<file path="config.mk">
export PLATFORM = sky130hd
export DESIGN_NAME = multicycle_control
export DESIGN_NICKNAME = d
export VERILOG_FILES = /design/src/rtl/multicycle_control.sv
export SDC_FILE = /design/constraint.sdc
export NUM_CORES = 1
export LEC_CHECK = 0
export CAP_MARGIN = 20
export CORE_MARGIN = 4
export CORE_UTILIZATION = 28
export CTS_CLUSTER_SIZE = 30
export DETAILED_ROUTE_END_ITERATION = 8
export GPL_ROUTABILITY_DRIVEN = 0
export GPL_TIMING_DRIVEN = 0
export PLACE_DENSITY_LB_ADDON = 0.1
export REMOVE_ABC_BUFFERS = 1
export SYNTH_ARGS = -nofsm -noshare
export SYNTH_HDL_FRONTEND = slang
export SYNTH_SLANG_ARGS = --single-unit
</file>
<file path="constraint.sdc">
create_clock -name clk -period 3 [get_ports clk]
set_clock_uncertainty 0.15 [all_clocks]
set_input_delay 0.45 -clock clk [delete_from_list [all_inputs] [get_ports clk]]
set_output_delay 0.45 -clock clk [all_outputs]
set_load 0.01 [all_outputs]
</file>
<file path="src/rtl/multicycle_control.sv">
// multicycle_control: Moore control FSM for the multicycle MIPS-subset datapath.
// Sequences fetch/decode/execute/memory/writeback and counts retired instructions.
// Optional feature macro: CTRL_BEQ_EN (decode opcode 000100 as BEQ instead of illegal).
module multicycle_control (
    input  logic        clk,
    input  logic        reset,
    input  logic [5:0]  opcode,
    input  logic [5:0]  funct,
    input  logic        zero,
    output logic        PCcontrol,
    output logic        Mux1control,
    output logic [1:0]  Mux6control,
    output logic        Mux2control,
    output logic        Mem_WE,
    output logic        Dec1control,
    output logic        Reg_WE,
    output logic [1:0]  RegDst,
    output logic [1:0]  RegSrc,
    output logic        ALUSrcB,
    output logic [2:0]  ALU3op,
    output logic        retire,
    output logic        illegal,
    output logic [31:0] retired_count
);

    localparam int unsigned CNT_W = 32;

    localparam logic [5:0] OP_RTYPE = 6'b000000;
    localparam logic [5:0] OP_LW    = 6'b100011;
    localparam logic [5:0] OP_SW    = 6'b101011;
    localparam logic [5:0] OP_ADDI  = 6'b001000;
    localparam logic [5:0] OP_XORI  = 6'b001110;
    localparam logic [5:0] OP_BNE   = 6'b000101;
    localparam logic [5:0] OP_BEQ   = 6'b000100;
    localparam logic [5:0] OP_J     = 6'b000010;
    localparam logic [5:0] OP_JAL   = 6'b000011;

    localparam logic [5:0] FN_ADD = 6'b100000;
    localparam logic [5:0] FN_SUB = 6'b100010;
    localparam logic [5:0] FN_SLT = 6'b101010;
    localparam logic [5:0] FN_JR  = 6'b001000;

    localparam logic [2:0] ALU_ADD = 3'b000;
    localparam logic [2:0] ALU_SUB = 3'b001;
    localparam logic [2:0] ALU_XOR = 3'b010;
    localparam logic [2:0] ALU_SLT = 3'b011;

    typedef enum logic [3:0] {
        FETCH, DECODE, MEMADDR, MEMREAD, MEMWB, MEMWRITE, RTYPE_EX, RTYPE_WB,
        IMM_EX, IMM_WB, BRANCH, JUMP, JAL, JR, ILLEGAL
    } state_t;

    state_t state, next_state;
    logic   final_c;
    logic [2:0] rtype_op_c;
    logic [2:0] imm_op_c;
    logic       taken_c;

    // ALU command for R-type follows funct; immediates follow opcode
    always_comb begin
        rtype_op_c = ALU_ADD;
        if (funct == FN_SUB)      rtype_op_c = ALU_SUB;
        else if (funct == FN_SLT) rtype_op_c = ALU_SLT;
        imm_op_c = (opcode == OP_XORI) ? ALU_XOR : ALU_ADD;
`ifdef CTRL_BEQ_EN
        taken_c = (opcode == OP_BEQ) ? zero : ~zero;
`else
        taken_c = ~zero;
`endif
    end

    // State register and retired-instruction counter
    always_ff @(posedge clk) begin
        if (reset) begin
            state         <= FETCH;
            retired_count <= '0;
        end else begin
            state <= next_state;
            if (final_c)
                retired_count <= retired_count + CNT_W'(1);
        end
    end

    // Next-state and Moore output decode; everything forced low while in reset
    always_comb begin
        next_state  = state;
        final_c     = 1'b0;
        PCcontrol   = 1'b0;
        Mux1control = 1'b0;
        Mux6control = 2'd0;
        Mux2control = 1'b0;
        Mem_WE      = 1'b0;
        Dec1control = 1'b0;
        Reg_WE      = 1'b0;
        RegDst      = 2'd0;
        RegSrc      = 2'd0;
        ALUSrcB     = 1'b0;
        ALU3op      = ALU_ADD;
        retire      = 1'b0;
        illegal     = 1'b0;

        unique case (state)
            FETCH: begin
                Dec1control = 1'b1;
                next_state  = DECODE;
            end
            DECODE: begin
                unique case (opcode)
                    OP_LW, OP_SW:     next_state = MEMADDR;
                    OP_ADDI, OP_XORI: next_state = IMM_EX;
                    OP_BNE:           next_state = BRANCH;
`ifdef CTRL_BEQ_EN
                    OP_BEQ:           next_state = BRANCH;
`endif
                    OP_J:             next_state = JUMP;
                    OP_JAL:           next_state = JAL;
                    OP_RTYPE: begin
                        if (funct == FN_ADD || funct == FN_SUB || funct == FN_SLT)
                            next_state = RTYPE_EX;
                        else if (funct == FN_JR)
                            next_state = JR;
                        else
                            next_state = ILLEGAL;
                    end
                    default:          next_state = ILLEGAL;
                endcase
            end
            MEMADDR: begin
                ALUSrcB    = 1'b1;
                next_state = (opcode == OP_SW) ? MEMWRITE : MEMREAD;
            end
            MEMREAD: begin
                ALUSrcB     = 1'b1;
                Mux2control = 1'b1;
                next_state  = MEMWB;
            end
            MEMWB: begin
                ALUSrcB     = 1'b1;
                Mux2control = 1'b1;
                Reg_WE      = 1'b1;
                RegSrc      = 2'd1;
                PCcontrol   = 1'b1;
                final_c     = 1'b1;
            end
            MEMWRITE: begin
                ALUSrcB     = 1'b1;
                Mux2control = 1'b1;
                Mem_WE      = 1'b1;
                PCcontrol   = 1'b1;
                final_c     = 1'b1;
            end
            RTYPE_EX: begin
                ALU3op     = rtype_op_c;
                next_state = RTYPE_WB;
            end
            RTYPE_WB: begin
                ALU3op    = rtype_op_c;
                Reg_WE    = 1'b1;
                RegDst    = 2'd1;
                PCcontrol = 1'b1;
                final_c   = 1'b1;
            end
            IMM_EX: begin
                ALUSrcB    = 1'b1;
                ALU3op     = imm_op_c;
                next_state = IMM_WB;
            end
            IMM_WB: begin
                ALUSrcB   = 1'b1;
                ALU3op    = imm_op_c;
                Reg_WE    = 1'b1;
                PCcontrol = 1'b1;
                final_c   = 1'b1;
            end
            BRANCH: begin
                ALU3op      = ALU_SUB;
                Mux1control = taken_c;
                PCcontrol   = 1'b1;
                final_c     = 1'b1;
            end
            JUMP: begin
                Mux6control = 2'd1;
                PCcontrol   = 1'b1;
                final_c     = 1'b1;
            end
            JAL: begin
                Reg_WE      = 1'b1;
                RegDst      = 2'd2;
                RegSrc      = 2'd2;
                Mux6control = 2'd1;
                PCcontrol   = 1'b1;
                final_c     = 1'b1;
            end
            JR: begin
                Mux6control = 2'd2;
                PCcontrol   = 1'b1;
                final_c     = 1'b1;
            end
            ILLEGAL: begin
                illegal   = 1'b1;
                PCcontrol = 1'b1;
                final_c   = 1'b1;
            end
            default: next_state = FETCH;
        endcase

        if (final_c)
            next_state = FETCH;
        retire = final_c;

        if (reset) begin
            final_c     = 1'b0;
            PCcontrol   = 1'b0;
            Mux1control = 1'b0;
            Mux6control = 2'd0;
            Mux2control = 1'b0;
            Mem_WE      = 1'b0;
            Dec1control = 1'b0;
            Reg_WE      = 1'b0;
            RegDst      = 2'd0;
            RegSrc      = 2'd0;
            ALUSrcB     = 1'b0;
            ALU3op      = ALU_ADD;
            retire      = 1'b0;
            illegal     = 1'b0;
        end
    end

endmodule
</file>
==> results.md <==
* Main flop type after synthesis: dfxtp_1
* Worst EP required at 2.40 ns
* RSZ-0062 raised after global routing: no
* Largest family of logic cells by synthesized area: simple AND/OR/NAND/NOR gates
* Crit path buf inv count at 2
* CTS tree: yes
* XOR/XNOR Fraction of Synth Area at under 10%
* Initial antenna violation count at 0
* Clock tree sinks at 36
* Most used cell, CP: clkdlybuf4s50_1
* Core Area at 7730 µm²
* Seq/Total Area, Yosys at 32.3%
* Area contributors post-synth: dfxtp_1 32%, xnor2_1 7.8%, nor2_1 7.1%
* CTS buffer count at 5
* Worst-margin pin slew at 0.479 ns
* DRC Markers at 0
* Seq cells post-synth at 36
* Peak Freq at about 350 MHz
* Comb pwr share at 23.3%
* Adder-cell share of the synthesized area at 0.560%
* Setup CP Type: input pin to primary output
* Clock latency on the worst-skew pair at about 0.29 ns
* Starting density of the core at 28.9%
* Largest net degree at the start of global routing at 47
* Commonest non-fill, non-tap cells in the layout: 62 x clkdlybuf4s50_1, 42 x nor2_1, 33 x dfxtp_1
* Simple-gate share of the synthesized area at about a third
* CP endpoint kind: primary output
* Final hold slack at about 0.35 ns
* NetSw at between 400 and 500 µW
* Global-route wire length before repair at 10100 µm
* Lkg Pwr at 0.000942 µW
* ANT nets after route at 0
* Setup crit start kind: input pin
* Peak supply drop at 0.000234 V
* Final hold vios at 0
* Tmin final at 2.90 ns
* Fin cells at 447
* CP max-delay cell: clkdlybuf4s50_1
* Final setup fails at 0
* Clk pwr share at 35.0%
* Die Span X at 97.3 µm
* Post-route cell area at 3060 µm²
* Post-synthesis compound-gate area fraction at around 15%
* Mux contribution to synthesized area at 0.448%
* Vias post-DR at ~2200
* Final core occ at 39.6%
* Drt wl/cell at 13.7 µm
* Min-delay worst type: flop to flop
* Max_slew headroom at 67.2%
* Post-DP HPWL at ~4400 µm
* I/O Buffers at 63
* H-tree depth at 2
* Pins Over Slew Limit at 0
* Reg clk slew, reported paths at roughly 0.070 ns
* Post-Syn Area at about 2200 µm²
* Pwr Density at 445 nW/µm²
* Delay-heaviest family, CP: buffers and inverters
* Clock buffer depth at 2
* P&R area growth vs syn at 36.8%
* Tcrit/Tclk final at 96.5%
* Final Net Count at 360
* Via/cell ratio at ~5
* CTS root buffer: clkbuf_8
* Grt ovf at 0
* EDFF count, synth at 0
* Peak per-stage delay on the critical path at 0.67 ns
* Share of cells above drive strength 1 at 7.54%
* P_int at 947 µW
* Commonest non-fill, non-tap cell in the layout: clkdlybuf4s50_1
* Post-CTS Hold Fix Bufs at 0
* Crit path DAT at about 2.3 ns
* Boundary Pins at 65
* Ys async rst share at 0%
* Post-DP Area at 2880 µm²
* Floorplan row count at 32
* Final wirelength at 6150 µm
* Worst-path maximum fanout at 10
* Worst-path cell chain: clkdlybuf4s50_1 -> and3_1 -> nand4b_1 -> a211oi_1 -> clkdlybuf4s50_1
* Vias in the first global route at 2009
* Count of cell types in the netlist at 56
* Die ar. at 9470 µm²
* Flop pwr share at 41.6%
* First-pass iteration count of the detailed router at 4
* Synth Warn # at 0
* Die Y at 97.3 µm
* Post-Synthesis Cells at 295
* Sw frac at 30.4%
* Synth top area share at 32.3%
* # diodes at 0
* Synth area leader: dfxtp_1
* Status: finished clean
* Syn avg cell area at between 7 and 8 µm²
* GRT Resource Usage Total at between 10% and 20%
* Starting DRT DRC Count at 102
* Placed cell count at 437
* Max-cap violation count at 0
cells in the mapped netlist (3+ instances only):
| master | number |
|---|---|
| nor4_1 | 12 |
| nor2_1 | 42 |
| or3_1 | 8 |
| o21ai_0 | 14 |
| inv_1 | 12 |
| clkbuf_1 | 15 |
| nor3_1 | 12 |
| and4_1 | 3 |
| nand2_1 | 19 |
| buf_4 | 4 |
| nand3_1 | 11 |
| a21oi_1 | 14 |
| xnor2_1 | 20 |
| and3_1 | 4 |
| nor2b_1 | 5 |
| nand4b_1 | 3 |
| xor2_1 | 3 |
| nand4_1 | 8 |
| dfxtp_1 | 36 |
| or4_1 | 4 |
per-layer routing:
metal / global-route usage, % / vias up / share of wire [%]
li1: - / 1153 / -
met1: 17.4 / 1032 / 49
met2: 20.1 / 41 / 46
met3: 3.02 / 6 / 4.6
met4: 3.51 / 0 / 1.1
met5: 0 / - / 0
worst min-delay path, stage by stage, from the launching register on:
cell	delay (ns)
dfxtp_1	0.33
o21ai_0	0.07
a21oi_1	0.06
final timing paths:
| path | to | slack (ns) | cells past startpoint | from |
|---|---|---|---|---|
| setup reg to reg | retired_count[30]$_SDFFE_PP0P_ | 0.35 | 6 | retired_count[0]$_SDFFE_PP0P_ |
| hold reg to reg | retired_count[31]$_SDFFE_PP0P_ | 0.35 | 2 | retired_count[31]$_SDFFE_PP0P_ |
| hold / removal | retired_count[31]$_SDFFE_PP0P_ | 0.35 | 2 | retired_count[31]$_SDFFE_PP0P_ |
| setup / recovery | ALU3op[1] | 0.10 | 5 | opcode[1] |
flip-flops by register name (all words and copies together), names as in the netlist:
| register | flops |
|---|---|
| state | 4 |
| retired_count | 32 |
per-stage QoR:
| step | total power [µW] | setup TNS (ns) | setup slack, ns |
|---|---|---|---|
| floorplan | 718 | 0 | 0.610 |
| global placement | 866 | -40.23 | -1.67 |
| detailed placement | 875 | -2.27 | -0.557 |
| CTS | 1380 | 0 | 0.000775 |
| global route | 1430 | 0 | 0.0143 |
| finish | 1360 | 0 | 0.105 |
cell families after synthesis:
logic type | after synthesis
other | 1
AND/OR/NAND/NOR | 145
multiplexers | 1
XOR/XNOR | 23
flip-flops | 36
AO/OA/AOI/OAI | 52
buffers and inverters | 36
adder cells (fa/ha/maj) | 1
what timing repair did:
action / 4_1_cts / 5_1_grt
buffers inserted: 2 / 0
resized for setup: 3 / 5
endpoints found under the setup margin: 2 / 10
pin swaps: 1 / 0
power groups by stage:
stage	combinational, µW	clock (µW)	sequential, µW
2_1_floorplan	162	0	556
3_3_place_gp	294	0	572
3_5_place_dp	302	0	573
4_1_cts	318	493	564
5_1_grt	349	510	575
6_report	317	476	566
layout make-up:
cell class / count / area [µm²]
Inverter: 12 / 45.0
Sequential cell: 36 / 724
Multi-Input combinational cell: 223 / 1380
Clock buffer: 7 / 96.3
Clock inverter: 1 / 30.0
Tap cell: 102 / 128
Fill cell: 835 / 4670
Timing Repair Buffer: 66 / 651
No activity file was read; power rests on OpenSTA's default activity.
